### src/rtl/sap_alu_pkg.sv
// Shared types for the SAP-2 ALU: opcode enum, flag register layout, flag bit indices.
// Pure declarations, no logic and no latency.
// No backpressure of its own.
package sap_alu_pkg;

  typedef enum logic [2:0] {
    OP_ADD = 3'b000,
    OP_SUB = 3'b001,
    OP_AND = 3'b010,
    OP_OR  = 3'b011,
    OP_XOR = 3'b100,
    OP_CMP = 3'b101,
    OP_MUL = 3'b110,
    OP_ADC = 3'b111
  } alu_op_t;

  // Bit order matches the FLAGS port: {Z,S,C,V}
  typedef struct packed {
    logic z;
    logic s;
    logic c;
    logic v;
  } flags_t;

  localparam int FLAG_Z = 3;
  localparam int FLAG_S = 2;
  localparam int FLAG_C = 1;
  localparam int FLAG_V = 0;

endpackage

### src/rtl/sap_alu_seq_bh_mul.sv
// Unsigned shift-add multiplier: latches operands, one partial product per clock.
// Latency WIDTH clocks from start; done_o/prod_o are combinational on the last step edge.
// start_i is ignored while busy_o is high; no queuing.
module shift_add_mul_bh #(
  parameter int WIDTH = 8
) (
  input  logic               clk_i,
  input  logic               clr_i,
  input  logic               start_i,
  input  logic [WIDTH-1:0]   a_i,
  input  logic [WIDTH-1:0]   b_i,
  output logic               busy_o,
  output logic               done_o,
  output logic [2*WIDTH-1:0] prod_o
);

  localparam int CW = $clog2(WIDTH);

  logic [2*WIDTH-1:0] mcand_q;
  logic [WIDTH-1:0]   mplier_q;
  logic [2*WIDTH-1:0] prod_q;
  logic [2*WIDTH-1:0] prod_d;
  logic [CW-1:0]      cnt_q;
  logic               busy_q;

  // Next partial sum; on the final step this is the full product the parent registers
  always_comb begin
    prod_d = prod_q + (mplier_q[0] ? mcand_q : {2*WIDTH{1'b0}});
  end

  assign busy_o = busy_q;
  assign done_o = busy_q && (cnt_q == CW'(WIDTH - 1));
  assign prod_o = prod_d;

  // Operand latch on accept, then shift multiplicand left / multiplier right each step
  always_ff @(posedge clk_i) begin
    if (clr_i) begin
      mcand_q  <= '0;
      mplier_q <= '0;
      prod_q   <= '0;
      cnt_q    <= '0;
      busy_q   <= 1'b0;
    end else if (start_i && !busy_q) begin
      mcand_q  <= {{WIDTH{1'b0}}, a_i};
      mplier_q <= b_i;
      prod_q   <= '0;
      cnt_q    <= '0;
      busy_q   <= 1'b1;
    end else if (busy_q) begin
      prod_q   <= prod_d;
      mcand_q  <= mcand_q << 1;
      mplier_q <= mplier_q >> 1;
      cnt_q    <= cnt_q + CW'(1);
      if (done_o) begin
        busy_q <= 1'b0;
      end
    end
  end

endmodule

### src/rtl/sap_alu_seq_bh.sv
// Registered SAP-2 ALU: ADD/SUB/logic/CMP/ADC plus unsigned multiply, with {Z,S,C,V} flags.
// Latency 1 clock for simple ops, WIDTH clocks for MUL; DONE pulses one cycle on completion.
// START is sampled only while BUSY=0; requests during a multiply are dropped.
module sap_alu_seq_bh
  import sap_alu_pkg::*;
#(
  parameter int WIDTH  = 8,
  parameter int MUL_EN = 1
) (
  input  logic             CLK,
  input  logic             CLR,
  input  logic             START,
  input  logic [2:0]       OP,
  input  logic [WIDTH-1:0] A,
  input  logic [WIDTH-1:0] B,
  output logic [WIDTH-1:0] RESULT,
  output logic [WIDTH-1:0] RESULT_HI,
  output logic [3:0]       FLAGS,
  output logic             BUSY,
  output logic             DONE
);

  typedef enum logic {ST_IDLE = 1'b0, ST_MUL = 1'b1} state_t;

  state_t             state_q, state_d;
  logic [WIDTH-1:0]   result_q, result_d;
  logic [WIDTH-1:0]   result_hi_q, result_hi_d;
  flags_t             flags_q, flags_d;
  logic               done_q, done_d;

  alu_op_t            op_w;
  logic               carry_in;
  logic [WIDTH:0]     add_w;
  logic [WIDTH:0]     sub_w;
  logic               add_v;
  logic               sub_v;
  logic [WIDTH-1:0]   logic_w;

  logic               mul_go;
  logic               mul_busy;
  logic               mul_last;
  logic [2*WIDTH-1:0] mul_prod;

  assign op_w = alu_op_t'(OP);

  shift_add_mul_bh #(.WIDTH(WIDTH)) u_mul (
    .clk_i   (CLK),
    .clr_i   (CLR),
    .start_i (mul_go),
    .a_i     (A),
    .b_i     (B),
    .busy_o  (mul_busy),
    .done_o  (mul_last),
    .prod_o  (mul_prod)
  );

  // Single-cycle datapath: adder (ADC folds in the stored carry), subtractor, logic unit
  always_comb begin
    carry_in = (op_w == OP_ADC) ? flags_q.c : 1'b0;
    add_w    = {1'b0, A} + {1'b0, B} + {{WIDTH{1'b0}}, carry_in};
    sub_w    = {1'b0, A} - {1'b0, B};
    add_v    = (A[WIDTH-1] == B[WIDTH-1]) && (add_w[WIDTH-1] != A[WIDTH-1]);
    sub_v    = (A[WIDTH-1] != B[WIDTH-1]) && (sub_w[WIDTH-1] != A[WIDTH-1]);
    case (op_w)
      OP_OR:   logic_w = A | B;
      OP_XOR:  logic_w = A ^ B;
      default: logic_w = A & B;
    endcase
  end

  // FSM next state, op decode and next values of the output registers
  always_comb begin
    state_d     = state_q;
    result_d    = result_q;
    result_hi_d = result_hi_q;
    flags_d     = flags_q;
    done_d      = 1'b0;
    mul_go      = 1'b0;
    case (state_q)
      ST_IDLE: begin
        if (START && !mul_busy) begin
          done_d = 1'b1;
          case (op_w)
            OP_ADD, OP_ADC: begin
              result_d    = add_w[WIDTH-1:0];
              result_hi_d = '0;
              flags_d.z   = (add_w[WIDTH-1:0] == '0);
              flags_d.s   = add_w[WIDTH-1];
              flags_d.c   = add_w[WIDTH];
              flags_d.v   = add_v;
            end
            OP_SUB, OP_CMP: begin
              // CMP only touches the flags
              if (op_w == OP_SUB) begin
                result_d    = sub_w[WIDTH-1:0];
                result_hi_d = '0;
              end
              flags_d.z = (sub_w[WIDTH-1:0] == '0);
              flags_d.s = sub_w[WIDTH-1];
              flags_d.c = sub_w[WIDTH];
              flags_d.v = sub_v;
            end
            OP_MUL: begin
              // Without a multiplier this is a NOP that still acknowledges
              if (MUL_EN != 0) begin
                mul_go  = 1'b1;
                done_d  = 1'b0;
                state_d = ST_MUL;
              end
            end
            default: begin
              result_d    = logic_w;
              result_hi_d = '0;
              flags_d.z   = (logic_w == '0);
              flags_d.s   = logic_w[WIDTH-1];
              flags_d.c   = 1'b0;
              flags_d.v   = 1'b0;
            end
          endcase
        end
      end
      ST_MUL: begin
        if (mul_last) begin
          result_d    = mul_prod[WIDTH-1:0];
          result_hi_d = mul_prod[2*WIDTH-1:WIDTH];
          flags_d.z   = (mul_prod == '0);
          flags_d.s   = mul_prod[2*WIDTH-1];
          flags_d.c   = (mul_prod[2*WIDTH-1:WIDTH] != '0);
          flags_d.v   = 1'b0;
          done_d      = 1'b1;
          state_d     = ST_IDLE;
        end
      end
      default: state_d = ST_IDLE;
    endcase
  end

  // State and output registers; CLR wins over everything and suppresses DONE
  always_ff @(posedge CLK) begin
    if (CLR) begin
      state_q     <= ST_IDLE;
      result_q    <= '0;
      result_hi_q <= '0;
      flags_q     <= '0;
      done_q      <= 1'b0;
    end else begin
      state_q     <= state_d;
      result_q    <= result_d;
      result_hi_q <= result_hi_d;
      flags_q     <= flags_d;
      done_q      <= done_d;
    end
  end

  assign RESULT    = result_q;
  assign RESULT_HI = result_hi_q;
  assign FLAGS     = flags_q;
  assign BUSY      = (state_q == ST_MUL);
  assign DONE      = done_q;

endmodule

### config.mk
export PLATFORM = sky130hd
export DESIGN_NAME = sap_alu_seq_bh
export DESIGN_NICKNAME = d
export VERILOG_FILES = /design/src/rtl/sap_alu_pkg.sv /design/src/rtl/sap_alu_seq_bh_mul.sv /design/src/rtl/sap_alu_seq_bh.sv
export SDC_FILE = /design/constraint.sdc
export NUM_CORES = 1
export LEC_CHECK = 0
export CORE_MARGIN = 5
export CORE_UTILIZATION = 45
export DETAILED_ROUTE_END_ITERATION = 10
export SLEW_MARGIN = 10
export SYNTH_ARGS = -nofsm -noshare
export SYNTH_HDL_FRONTEND = slang
export SYNTH_SLANG_ARGS = --single-unit
### constraint.sdc
create_clock -name CLK -period 4.35 [get_ports CLK]
set_input_delay 1.305 -clock CLK [delete_from_list [all_inputs] [get_ports CLK]]
set_output_delay 1.305 -clock CLK [all_outputs]
set_load 0.02 [all_outputs]
======== Word level (Yosys, flattened, before mapping) ========
Cells that the tools add are included.
operators by class
  $add $sub $neg .......................... 5
  multipliers ............................. 0
  div/mod/pow operators ................... 0
  magnitude comparators ................... 0
  equal/unequal tests ..................... 15
  shifts and indexed selects .............. 0
  mux-type cells .......................... 32
  bitwise operators ....................... 4
  reduce and logical (&&, ||, !) cells .... 18
operators with widths
  operator            count
  $mux 8              10
  $pmux 8 s2          4
  $logic_not 8->1     3
  $pmux 8 s3          1
  $add 16x16->16      1
  $logic_not 16->1    1
  $mux 16             1
  $eq 3x3->1 const B  5
  $pmux 4 s3          1
  $mux 1              10
  $add 8x8->9         1
  $add 9x1->9         1
  $sub 8x8->9         1
  $and 8x8->8         1
  $mux 4              2
  $or 8x8->8          1
  $pmux 4 s2          1
  $reduce_bool 8->1   1
  $xor 8x8->8         1
  $reduce_or 2->1     3
  $logic_and 1x1->1   5
  $ne 2x2->1 const B  2
  $pmux 1 s2          2
  $reduce_and 4->1    1
  12 further kinds    14
storage, ports and cells
  register bits after elaboration ......... 66
  latch bits .............................. 0
  RAM bits ................................ 0
  bits in read-only memories .............. 0
  bits of input ports ..................... 22
  output and inout bits ................... 22
  logic and storage cells ................. 88
  memories kept ........................... 0

======== Logic depth before layout (Yosys ltp) ========
  depth in word-level cells ............... 8
  depth in mapped cells ................... 14

======== Modules after synthesis ========
Synthesis repeated with hierarchy kept, for this count alone.
second synthesis, totals
  cell total of the unflattened synthesis .. 671
  area, all modules ....................... 5335.1 um2
by module, submodules not included
  module            instances  cells each  area each (um2)
  sap_alu_seq_bh    1          362         2675.1
  shift_add_mul_bh  1          309         2660.1

======== Least setup slack after synthesis ========
OpenSTA, ideal clock, no wires.
  path type ............................... input -> register
  from .................................... input OP[2]
  to ...................................... register flags_q (netlist bit FLAGS[3])
  library setup time ...................... 0.084 ns
  data arrival time ....................... 3.621 ns
  setup slack ............................. 0.644 ns
  stages .................................. 14
  buffers on the path ..................... 2
  cell sequence ........................... clkbuf_1 buf_2 nand3_1 fa_1 inv_1 fa_1 a21o_1 a21oi_1 o21bai_1 a21oi_1 xnor2_1 nand4_1 a311o_1 o31ai_2
on the way
  word-level cells in the longest chain between the ends .. 7
RTL lines
  element               line                                        text
  start, declared       sap_alu_seq_bh.sv:13                        input logic [2:0] OP,
  $eq 3x3->1            sap_alu_seq_bh.sv:59, sap_alu_seq_bh.sv:83
  $mux 1                sap_alu_seq_bh.sv:59                        carry_in = (op_w == OP_ADC) ? flags_q.c : 1'b0;
  $add 9x1->9           sap_alu_seq_bh.sv:60                        add_w = {1'b0, A} + {1'b0, B} + {{WIDTH{1'b0}}, carry_in};
  $logic_not 8->1       sap_alu_seq_bh.sv:87                        flags_d.z = (add_w[WIDTH-1:0] == '0);
  $pmux 4 s3            sap_alu_seq_bh.sv:83                        case (op_w)
  $mux 4                sap_alu_seq_bh.sv:81                        if (START && !mul_busy) begin
  $pmux 4 s2            sap_alu_seq_bh.sv:79                        case (state_q)
  end signal, assigned  sap_alu_seq_bh.sv:150                       flags_q <= flags_d;
  end, declared         sap_alu_seq_bh.sv:28                        flags_t flags_q, flags_d;
Several ways; a longest one is shown, not always the timed one. The select of a mux whose other input is x is not followed.
A chain may end at the register's enable or synchronous reset.

======== Worst setup path after layout ========
  from .................................... input OP[1]
  to ...................................... register flags_q (netlist bit FLAGS[3])
The elaborated chain is that of the path after synthesis.

==> metrics list <==
- Buffers added to address setup during post-CTS repair amount to 0.
- Cell Pwr Density: 275.1 mW/mm²
- Die Height: about 110 µm
* Leakage: 2.270 nW
- On the final layout, the worst clock skew is ~0.013 ns.
- For the final routed database, the setup TNS stands at 0 ns.
* Adder and majority cell fraction of the synthesized area: approximately an eighth
- The worst setup path is launched from an input pin.
* Cell area after layout: roughly 0.0056 mm²
* Endpoint type of the worst setup path: register
- Fmax: approximately 260 MHz
* Period utilization: approximately 89%
- Layout-stage area growth over the synthesis result: 16.58%
* Max incr delay on CP: approximately 0.42 ns
- Once detailed placement completed, the half-perimeter wirelength came to slightly above 10000 µm.
* Largest family of logic cells by synthesized area: compound AO/OA/AOI/OAI gates
- The signal on the critical path passes through clkdlybuf4s50_1 > and2_1 > nand3_1 > fa_1 > inv_1 > fa_1 > a21o_1 > a21oi_1 > o21bai_1 > a21oi_1 > xnor2_1 > nand4_1 > a311o_1 > o31ai_2.
- PnR worst setup slack: 0.4912 ns
* Internal Power: 1.091 mW
* Sink count of the clock tree: 66
- For this design, the slowest cell found on the critical path is sky130_fd_sc_hd__clkdlybuf4s50_1.
- Average size of a mapped cell: between 8 and 9 µm²
* Relative contribution of the clock network to total power: between 30% and 40%
- RSZ-0062 raised after global routing: false
- Number of buffers created by CTS: 9
* Arrival time at the worst endpoint: approximately 4 ns
- Register bit total from synthesis: 66
- Across the run, the number of max-cap violations was 0.
- Summed over all nets, the switching power comes to 0.4557 mW.
- Post-placement setup slack: roughly 0.16 ns
* Worst supply voltage drop on vdd: 0.1911 mV
* Post_cts resized: 0
- Most frequently used flop master after synthesis: sky130_fd_sc_hd__dfxtp_1
- Synthesized cell area: between 0.004 and 0.005 mm²
- After clock tree synthesis, the clock-pin slew on the worst setup and hold paths is 0.07 ns.
* Number of global-route vias before repair: around 4000
* Required time at the endpoint of the critical path: around 4.6 ns
- Share of post-route cells with drive strength above 1: just over 8%
- First-pass GRT wire length: approximately 21000 µm
- Post-DRT Antenna Nets: 0
* TritonCTS clock tree: yes
- The worst path needs between 3 and 4 ns of the cycle, external delays included.
- Type of the tightest min-delay check: reg2reg
* Core utilization of the finished layout: between 50% and 60%
- Count of antenna diodes in the layout: 0
- Headroom to the max-slew limit: between 40% and 50%
- The routed design uses between 800 and 900 µm of met3 wire.
- During synthesis, Yosys emitted a total of 0 warnings.
- The tree is rooted in a sky130_fd_sc_hd__clkbuf_8.
- The synthesized design contains 0 enable-type register cells.
- Status: finished, final reports clean
- The detailed router finished its first iteration with about 300 violations.
* Chip Width: around 110 µm
- For the pin with the worst max-slew slack, the measured transition is 0.8537 ns.
- Fraction of registers with async set or reset after synthesis: 0%
* Post-Synth Simple-Gate Area: ~20%
* Number of antenna violations at the first check in global routing: 0
- IO Pins: 44
- Pin count of the biggest net entering global routing: 38
- The floorplan step defined a die boundary enclosing 0.01289 mm².
- Dividing the detail-routed via count by the number of cells gives 5.746.
- Average detailed-routed wire length per instance: roughly 17 µm
* Net count after synthesis: 665
- Instance area at placement: around 0.0054 mm²
- Buffer depth of the longest clock path: 2
- After detailed routing, the number of remaining DRC violations is 0.
- The share of the Yosys chip area taken by registers is 27.40%.
- After layout, the design draws a total of approximately 1.5 mW.
* Top Layer Used: met4
- Proportion of total power due to net switching: roughly 30%
- The number of hold buffers added after CTS was 0.
- Of all nets on the critical path, the largest fanout is 2.
- Compound-Gate Fraction of Synth Area: about 25%
- Number of placement rows: 37
- For this run, the detailed router's first-pass iteration total came to 5.
- Multiplexer cells account for under 10% of the synthesized area.
- Leading cell type in the layout, fill and taps excluded: sky130_fd_sc_hd__nor2_1
* Critical path class: in2reg
- For this block, the via count after detailed routing is 4453.
* Parity-gate share of the synthesized area counting xor and xnor cells: between 4 and 5%
- Sequential Power Share: 40.8%
* Number of endpoints with negative hold slack in the final report: 0
* Most frequent cells in the layout: 68 x sky130_fd_sc_hd__nor2_1, 65 x sky130_fd_sc_hd__dfxtp_1, 54 x sky130_fd_sc_hd__nand2_1
- The initial utilization of the core area, before any placement, comes to 46.50%.
- The filler cells instantiated in the layout total ~1000.
- The total count of max-transition violations in the final report is 0.
- CTS built an H-tree with a depth of 3.
* Post-Route M1 WL: roughly 6600 µm
* Setup violation total in the final timing report: 0
- Clock latency on the worst-skew pair, taken at its later pin, is between 0.3 and 0.4 ns.
* Overflow left after global routing: 0
* Cells after Synth: 598
- The core region is slightly above 0.01 mm².
- Power share of the combinational group: roughly a fifth
- Routed wire length: 13270 µm
- Overall Global Routing Usage: roughly 21%
* Port Buf Inserts: between 40 and 50
- Number of distinct library cells after synthesis: around 70
- Final nets: between 700 and 800
- Met2 wire len: ~5700 µm
* Final weighted congestion of routability-driven global placement: just over 0.9
[worst max-delay path: cells and delay by family]
kind | cells | cell delay (ns)
fa+ha+maj | 2 | 0.59
compound gates | 6 | 1.18
buf+inv | 2 | 0.47
simple gates | 3 | 0.39
xor+xnor | 1 | 0.17
[layer usage]
metal  global-route usage [%]  vias to the layer above
met4                    5.048                        0
met2                    30.62                      136
met5                        0                        -
met1                    30.67                     2088
met3                    3.979                       15
li1                         -                     2214
[path summary, 6_finish.rpt]
| check | depth (start not counted) | startpoint | slack (ns) | to |
|---|---|---|---|---|
| setup / recovery | 14 | OP[1] | 0.49 | FLAGS[3]$_SDFFE_PP0P_ |
| hold / removal | 2 | RESULT[0]$_SDFFE_PP0P_ | 0.45 | RESULT[0]$_SDFFE_PP0P_ |
| setup reg to reg | 10 | u_mul.mplier_q[0]$_SDFFE_PP0P_ | 1.23 | FLAGS[3]$_SDFFE_PP0P_ |
| hold reg to reg | 2 | RESULT[0]$_SDFFE_PP0P_ | 0.45 | RESULT[0]$_SDFFE_PP0P_ |
[state kept, by name (all words and copies together) (netlist names)]
register,flops
u_mul.cnt_q,3
RESULT_HI,8
DONE,1
BUSY,1
u_mul.busy_o,1
u_mul.mplier_q,8
RESULT,8
u_mul.mcand_q,16
u_mul.prod_q,16
FLAGS,4
[cells in the mapped netlist (all sizes together) (16+ instances only)]
master | count | area [µm²]
nor2 | 71 | 274.0
nand2 | 55 | 209.0
a21oi | 50 | 261.5
mux2i | 23 | 230.2
clkbuf | 16 | 60.06
buf | 17 | 80.07
a22oi | 24 | 180.2
dfxtp | 66 | 1321
o21ai | 18 | 101.4
inv | 28 | 105.1
and2 | 16 | 100.1
xnor2 | 16 | 140.1
ha | 41 | 513.0
[through the flow]
step / std cells / hold WS, ns
floorplan: 598 / 0.4366
global placement: 759 / 0.4419
detailed placement: 759 / 0.4464
CTS: 775 / 0.4570
global route: 775 / 0.4742
finish: 775 / 0.4544
[cell type report]
class,count,area (µm²),share of cell area (%)
flip-flops and latches,66,1323,23.53
clock buffers,11,141.4,2.515
inverters,29,108.9,1.936
multi-input cells,470,3258,57.96
repair buffers,58,543.0,9.659
well taps,136,170.2,3.027
clock inverters,5,77.57,1.380
[power by group through the flow]
stage	sequential (mW)	clock [mW]	combinational, mW
2_1_floorplan	0.652	0	0.206
3_3_place_gp	0.645	0	0.324
3_5_place_dp	0.646	0	0.325
4_1_cts	0.631	0.603	0.326
5_1_grt	0.633	0.629	0.362
6_report	0.632	0.584	0.331
[cell families after synthesis]
| kind of cell | after synthesis |
|---|---|
| AO/OA/AOI/OAI | 171 |
| XOR/XNOR | 26 |
| adder cells (fa/ha/maj) | 45 |
| buffers and inverters | 62 |
| flip-flops | 66 |
| multiplexers | 25 |
| AND/OR/NAND/NOR | 203 |
(Power assumes the default switching activity.)
